`src/rtl/riscv_ctrl_pkg.sv`:
```
// rtl/riscv_ctrl_pkg.sv - shared state, opcode, ALU and mux-select encodings for the multi-cycle control unit
package riscv_ctrl_pkg;

  typedef enum logic [3:0] {
    S_FETCH,
    S_DECODE,
    S_MEMADR,
    S_MEMREAD,
    S_MEMWB,
    S_MEMWRITE,
    S_EXECR,
    S_EXECI,
    S_ALUWB,
    S_BEQ,
    S_JAL
  } state_e;

  localparam logic [6:0] OP_LW  = 7'b0000011;
  localparam logic [6:0] OP_SW  = 7'b0100011;
  localparam logic [6:0] OP_R   = 7'b0110011;
  localparam logic [6:0] OP_I   = 7'b0010011;
  localparam logic [6:0] OP_BEQ = 7'b1100011;
  localparam logic [6:0] OP_JAL = 7'b1101111;

  localparam logic [2:0] ALU_ADD = 3'b000;
  localparam logic [2:0] ALU_SUB = 3'b001;
  localparam logic [2:0] ALU_AND = 3'b010;
  localparam logic [2:0] ALU_OR  = 3'b011;
  localparam logic [2:0] ALU_XOR = 3'b100;
  localparam logic [2:0] ALU_SLT = 3'b101;

  localparam logic [1:0] ALUOP_ADD   = 2'b00;
  localparam logic [1:0] ALUOP_SUB   = 2'b01;
  localparam logic [1:0] ALUOP_FUNCT = 2'b10;

  localparam logic [1:0] SRCA_PC    = 2'b00;
  localparam logic [1:0] SRCA_OLDPC = 2'b01;
  localparam logic [1:0] SRCA_RS1   = 2'b10;

  localparam logic [1:0] SRCB_RS2  = 2'b00;
  localparam logic [1:0] SRCB_IMM  = 2'b01;
  localparam logic [1:0] SRCB_FOUR = 2'b10;

  localparam logic [1:0] RES_ALUOUT    = 2'b00;
  localparam logic [1:0] RES_MEMDATA   = 2'b01;
  localparam logic [1:0] RES_ALURESULT = 2'b10;

endpackage

```
`src/rtl/alu_decoder.sv`:
```
// rtl/alu_decoder.sv - maps alu_op/funct3/funct7b5/opcode[5] to alu_control and a funct legality flag
// Optional feature macro: CTRL_XOR_EN (funct3=100 decodes to xor instead of illegal).
module alu_decoder
  import riscv_ctrl_pkg::*;
(
  input  logic [1:0] alu_op_i,
  input  logic [2:0] funct3_i,
  input  logic       funct7b5_i,
  input  logic       op5_i,
  output logic [2:0] alu_control_o,
  output logic       legal_o
);

  logic [2:0] funct_ctrl;

  // Legality depends only on funct3 so DECODE can reject before any execute state.
  always_comb begin
    funct_ctrl = ALU_ADD;
    legal_o    = 1'b1;
    case (funct3_i)
      3'b000:  funct_ctrl = (op5_i && funct7b5_i) ? ALU_SUB : ALU_ADD;
      3'b010:  funct_ctrl = ALU_SLT;
      3'b110:  funct_ctrl = ALU_OR;
      3'b111:  funct_ctrl = ALU_AND;
`ifdef CTRL_XOR_EN
      3'b100:  funct_ctrl = ALU_XOR;
`endif
      default: legal_o = 1'b0;
    endcase
  end

  always_comb begin
    case (alu_op_i)
      ALUOP_ADD: alu_control_o = ALU_ADD;
      ALUOP_SUB: alu_control_o = ALU_SUB;
      default:   alu_control_o = funct_ctrl;
    endcase
  end

endmodule

```
`src/rtl/mc_control_unit.sv`:
```
// rtl/mc_control_unit.sv - multi-cycle RISC-V control FSM driving datapath selects, enables and alu_control
// Optional feature macro: CTRL_XOR_EN (enables xor/xori via alu_decoder).
module mc_control_unit
  import riscv_ctrl_pkg::*;
(
  input  logic       clk,
  input  logic       reset,
  input  logic [6:0] opcode,
  input  logic [2:0] funct3,
  input  logic       funct7b5,
  input  logic       zero,
  output logic       pc_write,
  output logic       adr_src,
  output logic       mem_write,
  output logic       ir_write,
  output logic       reg_write,
  output logic [1:0] result_src,
  output logic [1:0] alu_src_a,
  output logic [1:0] alu_src_b,
  output logic [2:0] alu_control,
  output logic       instr_done,
  output logic       illegal_instr
);

  state_e     state_q, state_d;
  logic [1:0] alu_op;
  logic [2:0] alu_ctrl_raw;
  logic       funct_legal;
  logic       pc_update, branch;
  logic       adr_src_s, mem_write_s, ir_write_s, reg_write_s;
  logic       done_s, illegal_s;
  logic [1:0] result_src_s, src_a_s, src_b_s;

  alu_decoder u_alu_decoder (
    .alu_op_i      (alu_op),
    .funct3_i      (funct3),
    .funct7b5_i    (funct7b5),
    .op5_i         (opcode[5]),
    .alu_control_o (alu_ctrl_raw),
    .legal_o       (funct_legal)
  );

  always_ff @(posedge clk or posedge reset) begin
    if (reset) state_q <= S_FETCH;
    else       state_q <= state_d;
  end

  always_comb begin
    state_d      = state_q;
    alu_op       = ALUOP_ADD;
    pc_update    = 1'b0;
    branch       = 1'b0;
    adr_src_s    = 1'b0;
    mem_write_s  = 1'b0;
    ir_write_s   = 1'b0;
    reg_write_s  = 1'b0;
    done_s       = 1'b0;
    illegal_s    = 1'b0;
    result_src_s = RES_ALUOUT;
    src_a_s      = SRCA_PC;
    src_b_s      = SRCB_RS2;
    case (state_q)
      S_FETCH: begin
        ir_write_s   = 1'b1;
        pc_update    = 1'b1;
        src_b_s      = SRCB_FOUR;
        result_src_s = RES_ALURESULT;
        state_d      = S_DECODE;
      end
      S_DECODE: begin
        src_a_s = SRCA_OLDPC;
        src_b_s = SRCB_IMM;
        case (opcode)
          OP_LW, OP_SW: state_d = S_MEMADR;
          OP_R:         state_d = funct_legal ? S_EXECR : S_FETCH;
          OP_I:         state_d = funct_legal ? S_EXECI : S_FETCH;
          OP_BEQ:       state_d = S_BEQ;
          OP_JAL:       state_d = S_JAL;
          default:      state_d = S_FETCH;
        endcase
        illegal_s = (state_d == S_FETCH);
      end
      S_MEMADR: begin
        src_a_s = SRCA_RS1;
        src_b_s = SRCB_IMM;
        state_d = opcode[5] ? S_MEMWRITE : S_MEMREAD;
      end
      S_MEMREAD: begin
        adr_src_s = 1'b1;
        state_d   = S_MEMWB;
      end
      S_MEMWB: begin
        result_src_s = RES_MEMDATA;
        reg_write_s  = 1'b1;
        done_s       = 1'b1;
        state_d      = S_FETCH;
      end
      S_MEMWRITE: begin
        adr_src_s   = 1'b1;
        mem_write_s = 1'b1;
        done_s      = 1'b1;
        state_d     = S_FETCH;
      end
      S_EXECR: begin
        src_a_s = SRCA_RS1;
        alu_op  = ALUOP_FUNCT;
        state_d = S_ALUWB;
      end
      S_EXECI: begin
        src_a_s = SRCA_RS1;
        src_b_s = SRCB_IMM;
        alu_op  = ALUOP_FUNCT;
        state_d = S_ALUWB;
      end
      S_ALUWB: begin
        reg_write_s = 1'b1;
        done_s      = 1'b1;
        state_d     = S_FETCH;
      end
      S_BEQ: begin
        src_a_s = SRCA_RS1;
        alu_op  = ALUOP_SUB;
        branch  = 1'b1;
        done_s  = 1'b1;
        state_d = S_FETCH;
      end
      S_JAL: begin
        src_a_s   = SRCA_OLDPC;
        src_b_s   = SRCB_FOUR;
        pc_update = 1'b1;
        state_d   = S_ALUWB;
      end
      default: state_d = S_FETCH;
    endcase
  end

  // Every output is forced low while reset is held, so an abort never leaks a write.
  assign pc_write      = ~reset & (pc_update | (branch & zero));
  assign adr_src       = ~reset & adr_src_s;
  assign mem_write     = ~reset & mem_write_s;
  assign ir_write      = ~reset & ir_write_s;
  assign reg_write     = ~reset & reg_write_s;
  assign instr_done    = ~reset & done_s;
  assign illegal_instr = ~reset & illegal_s;
  assign result_src    = reset ? 2'b00 : result_src_s;
  assign alu_src_a     = reset ? 2'b00 : src_a_s;
  assign alu_src_b     = reset ? 2'b00 : src_b_s;
  assign alu_control   = reset ? 3'b000 : alu_ctrl_raw;

endmodule

```
`config.mk`:
```
export PLATFORM = sky130hd
export DESIGN_NAME = mc_control_unit
export DESIGN_NICKNAME = d
export VERILOG_FILES = /design/src/rtl/riscv_ctrl_pkg.sv /design/src/rtl/alu_decoder.sv /design/src/rtl/mc_control_unit.sv
export SDC_FILE = /design/constraint.sdc
export NUM_CORES = 1
export LEC_CHECK = 0
export ABC_AREA = 0
export BUFFER_PORTS_ARGS = -buffer_cell sky130_fd_sc_hd__buf_2
export CAP_MARGIN = 20
export CELL_PAD_IN_SITES_DETAIL_PLACEMENT = 1
export CELL_PAD_IN_SITES_GLOBAL_PLACEMENT = 1
export CORE_UTILIZATION = 31
export DETAILED_ROUTE_END_ITERATION = 16
export PLACE_DENSITY_LB_ADDON = 0.1
export REMOVE_ABC_BUFFERS = 1
export SLEW_MARGIN = 20
export SYNTH_ARGS = -nofsm -noshare
export SYNTH_HDL_FRONTEND = slang
export SYNTH_SLANG_ARGS = --single-unit
export TNS_END_PERCENT = 50
```
`constraint.sdc`:
```
create_clock -name clk -period 2.01 [get_ports clk]
set_input_delay 0.201 -clock clk [delete_from_list [all_inputs] [get_ports clk]]
set_output_delay 0.201 -clock clk [all_outputs]
set_load 0.03 [all_outputs]
```
==> out/results.ini <==
[run_status]
status=finished clean

[flow_run]
max-cap-violations=0

[floorplan]
placementRows=14
die_x_um=44.48
die_area_um2=1978
core_um2=1594
num_io_pins=30
die_h_um=44.48
start_util_pct=35.09

[global_routing]
grtUsageTotal_pct=20.60
grt_start_max_net_pins=14
grt_overflow_total=0
grt_pass1_vias=663
grt_pass1_wl_um=3063
antenna_found_initial=0

[routing]
wl_um=1808
dr.first_iter.drc_count=2
firstDrtPassIters=4
via_per_inst=5.308
ant_nets=0
wl_per_cell_um=13.59
num_vias=706
drc_errors=0

[power]
leakagePower_nw=0.3544
pwr_density_cell_nw_per_um2=782.6
irDropWorstVdd_uv=381.0

[placed_design]
hpwl_um=1441
port_buffers=29
placed_area_um2=708.2
routabilityCongestion=0.8480

[cts]
cts_buffers=3
cts_tree=built
clockBufferDepth=2
h-tree-depth=1
clk_latency_ps=250
cts_root_buf=clkbuf_4
cts.sink_count=4
path_clk_slew_ps=40
postCtsSetupRepairBufs=0

[logic_synthesis]
ys_warn_count=0
postSynthAreaPerCell_um2=6.905
syn_inst=81
synth-seq-area-share_pct=17.90
ys_types=34
synth_area_um2=559.3
ys_ff_latch=4

[worst_setup_path]
end_kind=primary output
crit_slowest_cell=or4b_1
crit_path_start_kind=flip-flop
path_cells=nand2b_4, or4b_1, a21oi_1, clkbuf_4
max_stage_delay_ps=490
crit_type=reg -> out
crit_start=state_q[3]
crit_fanout=7
r2r_start=state_q[0]
worstPathArrival_ps=1730
cp.required_ps=1810

[timing]
fmax_ghz=0.5180
slew_violations=0
hold_viol_final=0
final-setup-viol-count=0
final.min_clock_period_ps=1930
skew_ps=6.869
worstMarginPinSlew_ps=398.9
finalCritPeriodShare_pct=96.04
fin_tns_setup_ps=0
maxSlewHeadroom_pct=73.40

[final_layout]
final_nets=125
fillers=226
top_register=state_q
multi_input_area_um2=405.4
syn_to_final_growth_pct=34.90
top_regs=state_q (4)
drive_gt1_share_pct=37.61
antennaDiodeCount=0
fin_area_um2=754.5
largest_reg_flops=4
register_area_um2=102.6

[hold_path]
hold_start=opcode[4]
hold_path_class=in -> reg

Yosys cell counts:
master	count	area share, %
nor3b_1	2	2.7
nand3_1	3	2.7
nand3b_1	1	1.3
nor2_1	5	3.4
nor4_1	4	4.5
nand2_1	7	4.7
a211oi_1	4	5.4
o21a_1	1	1.3
xor2_1	2	3.1
buf_4	2	2.7
buf_1	1	0.67
buf_2	3	2.7
a21oi_1	6	5.4
clkbuf_1	1	0.67
or2_1	1	1.1
a32o_1	1	1.8
xnor2_1	1	1.6
nor4b_1	1	1.6
a31oi_1	1	1.1
nor2b_1	4	4.5
buf_6	1	2.0
o31ai_1	1	1.3
o22ai_1	1	1.1
nand2b_1	1	1.1
nor3_2	1	1.8
dfrtp_1	4	18
or4b_1	1	1.8
inv_1	3	2.0
o21ai_0	6	5.4
or2_2	1	1.1
and3_1	4	4.5
nand4_1	1	1.1
nand2b_4	1	2.5
nor3_1	4	3.6
path summary, 6_finish.rpt:
path	end	slack [ps]	depth (start not counted)
max in group asynchronous	state_q[2]	1310	3
worst min register to register	state_q[1]	650	3
worst max-delay path	alu_control[0]	80	4
worst max register to register	state_q[1]	750	4
worst min-delay path	state_q[2]	320	3
min in group asynchronous	state_q[3]	500	3
metal layers:
| layer | up-vias | GRT usage (%) | wire [um] |
|---|---|---|---|
| met5 | - | 0 | 0 |
| met4 | 0 | 1.818 | 0 |
| met3 | 0 | 6.122 | 75 |
| met2 | 22 | 33.24 | 852 |
| met1 | 334 | 28.12 | 881 |
| li1 | 350 | - | - |
worst max-delay path: cells and delay by family, from the launching register on:
kind	cells	cell delay [ps]
buffers and inverters	1	220
DFF	1	440
AOI/OAI and AO/OA	1	180
and+or+nand+nor	2	650
layout by cell type, fill, tap and decap left out, drive strengths merged, types with 3 or more instances in the layout:
cell type	count
a211oi	4
nand2	7
a21oi	6
nand3	3
dfrtp	4
nor3	5
and3	4
inv	3
nor2b	4
o21ai	6
clkbuf	4
nor4	4
buf	31
nor2	5
repair_timing:
item / CTS / global route
gates resized for setup: 0 / 5
hold endpoints to repair: 4 / 0
endpoints found under the setup margin: 0 / 2
hold buffers: 1 / 0
stage by stage:
| stage | hold slack [ps] | utilization, % | total power [mW] | cells | setup WS [ps] |
|---|---|---|---|---|---|
| 6_report | 320.0 | 47.33 | 0.5904 | 133 | 79.56 |
| 5_1_grt | 347.3 | 47.33 | 0.6265 | 133 | -3.538 |
| 4_1_cts | 321.9 | 46.47 | 0.5903 | 133 | 46.93 |
| 3_5_place_dp | 189.8 | 44.43 | 0.4848 | 129 | 300.9 |
| 3_3_place_gp | 197.3 | 44.43 | 0.4785 | 129 | 370.9 |
| 2_1_floorplan | -22.29 | - | 0.3610 | 73 | -744.0 |
cell type report:
class	count	area share [%]
Clock buffer	3	2.985
Inverter	3	1.493
Multi-Input combinational cell	66	53.73
Sequential cell	4	13.60
Tap cell	24	3.980
Timing Repair Buffer	33	24.21
power by group:
group	switching [mW]	internal [mW]	total [mW]
registers	0.0414	0.0926	0.134
clock network	0.0399	0.0673	0.107
logic	0.215	0.134	0.349
total	0.297	0.294	0.590
kinds of logic (layout without fill, tap and decap cells):
kind of cell | after synthesis | after routing | share of synthesized area (%)
simple gates | 42 | 42 | 43.85
flops | 4 | 4 | 17.90
buf+inv | 11 | 39 | 10.74
compound gates | 21 | 21 | 22.82
xor+xnor | 3 | 3 | 4.699
Note: power is estimated with default switching activity, not from simulation.
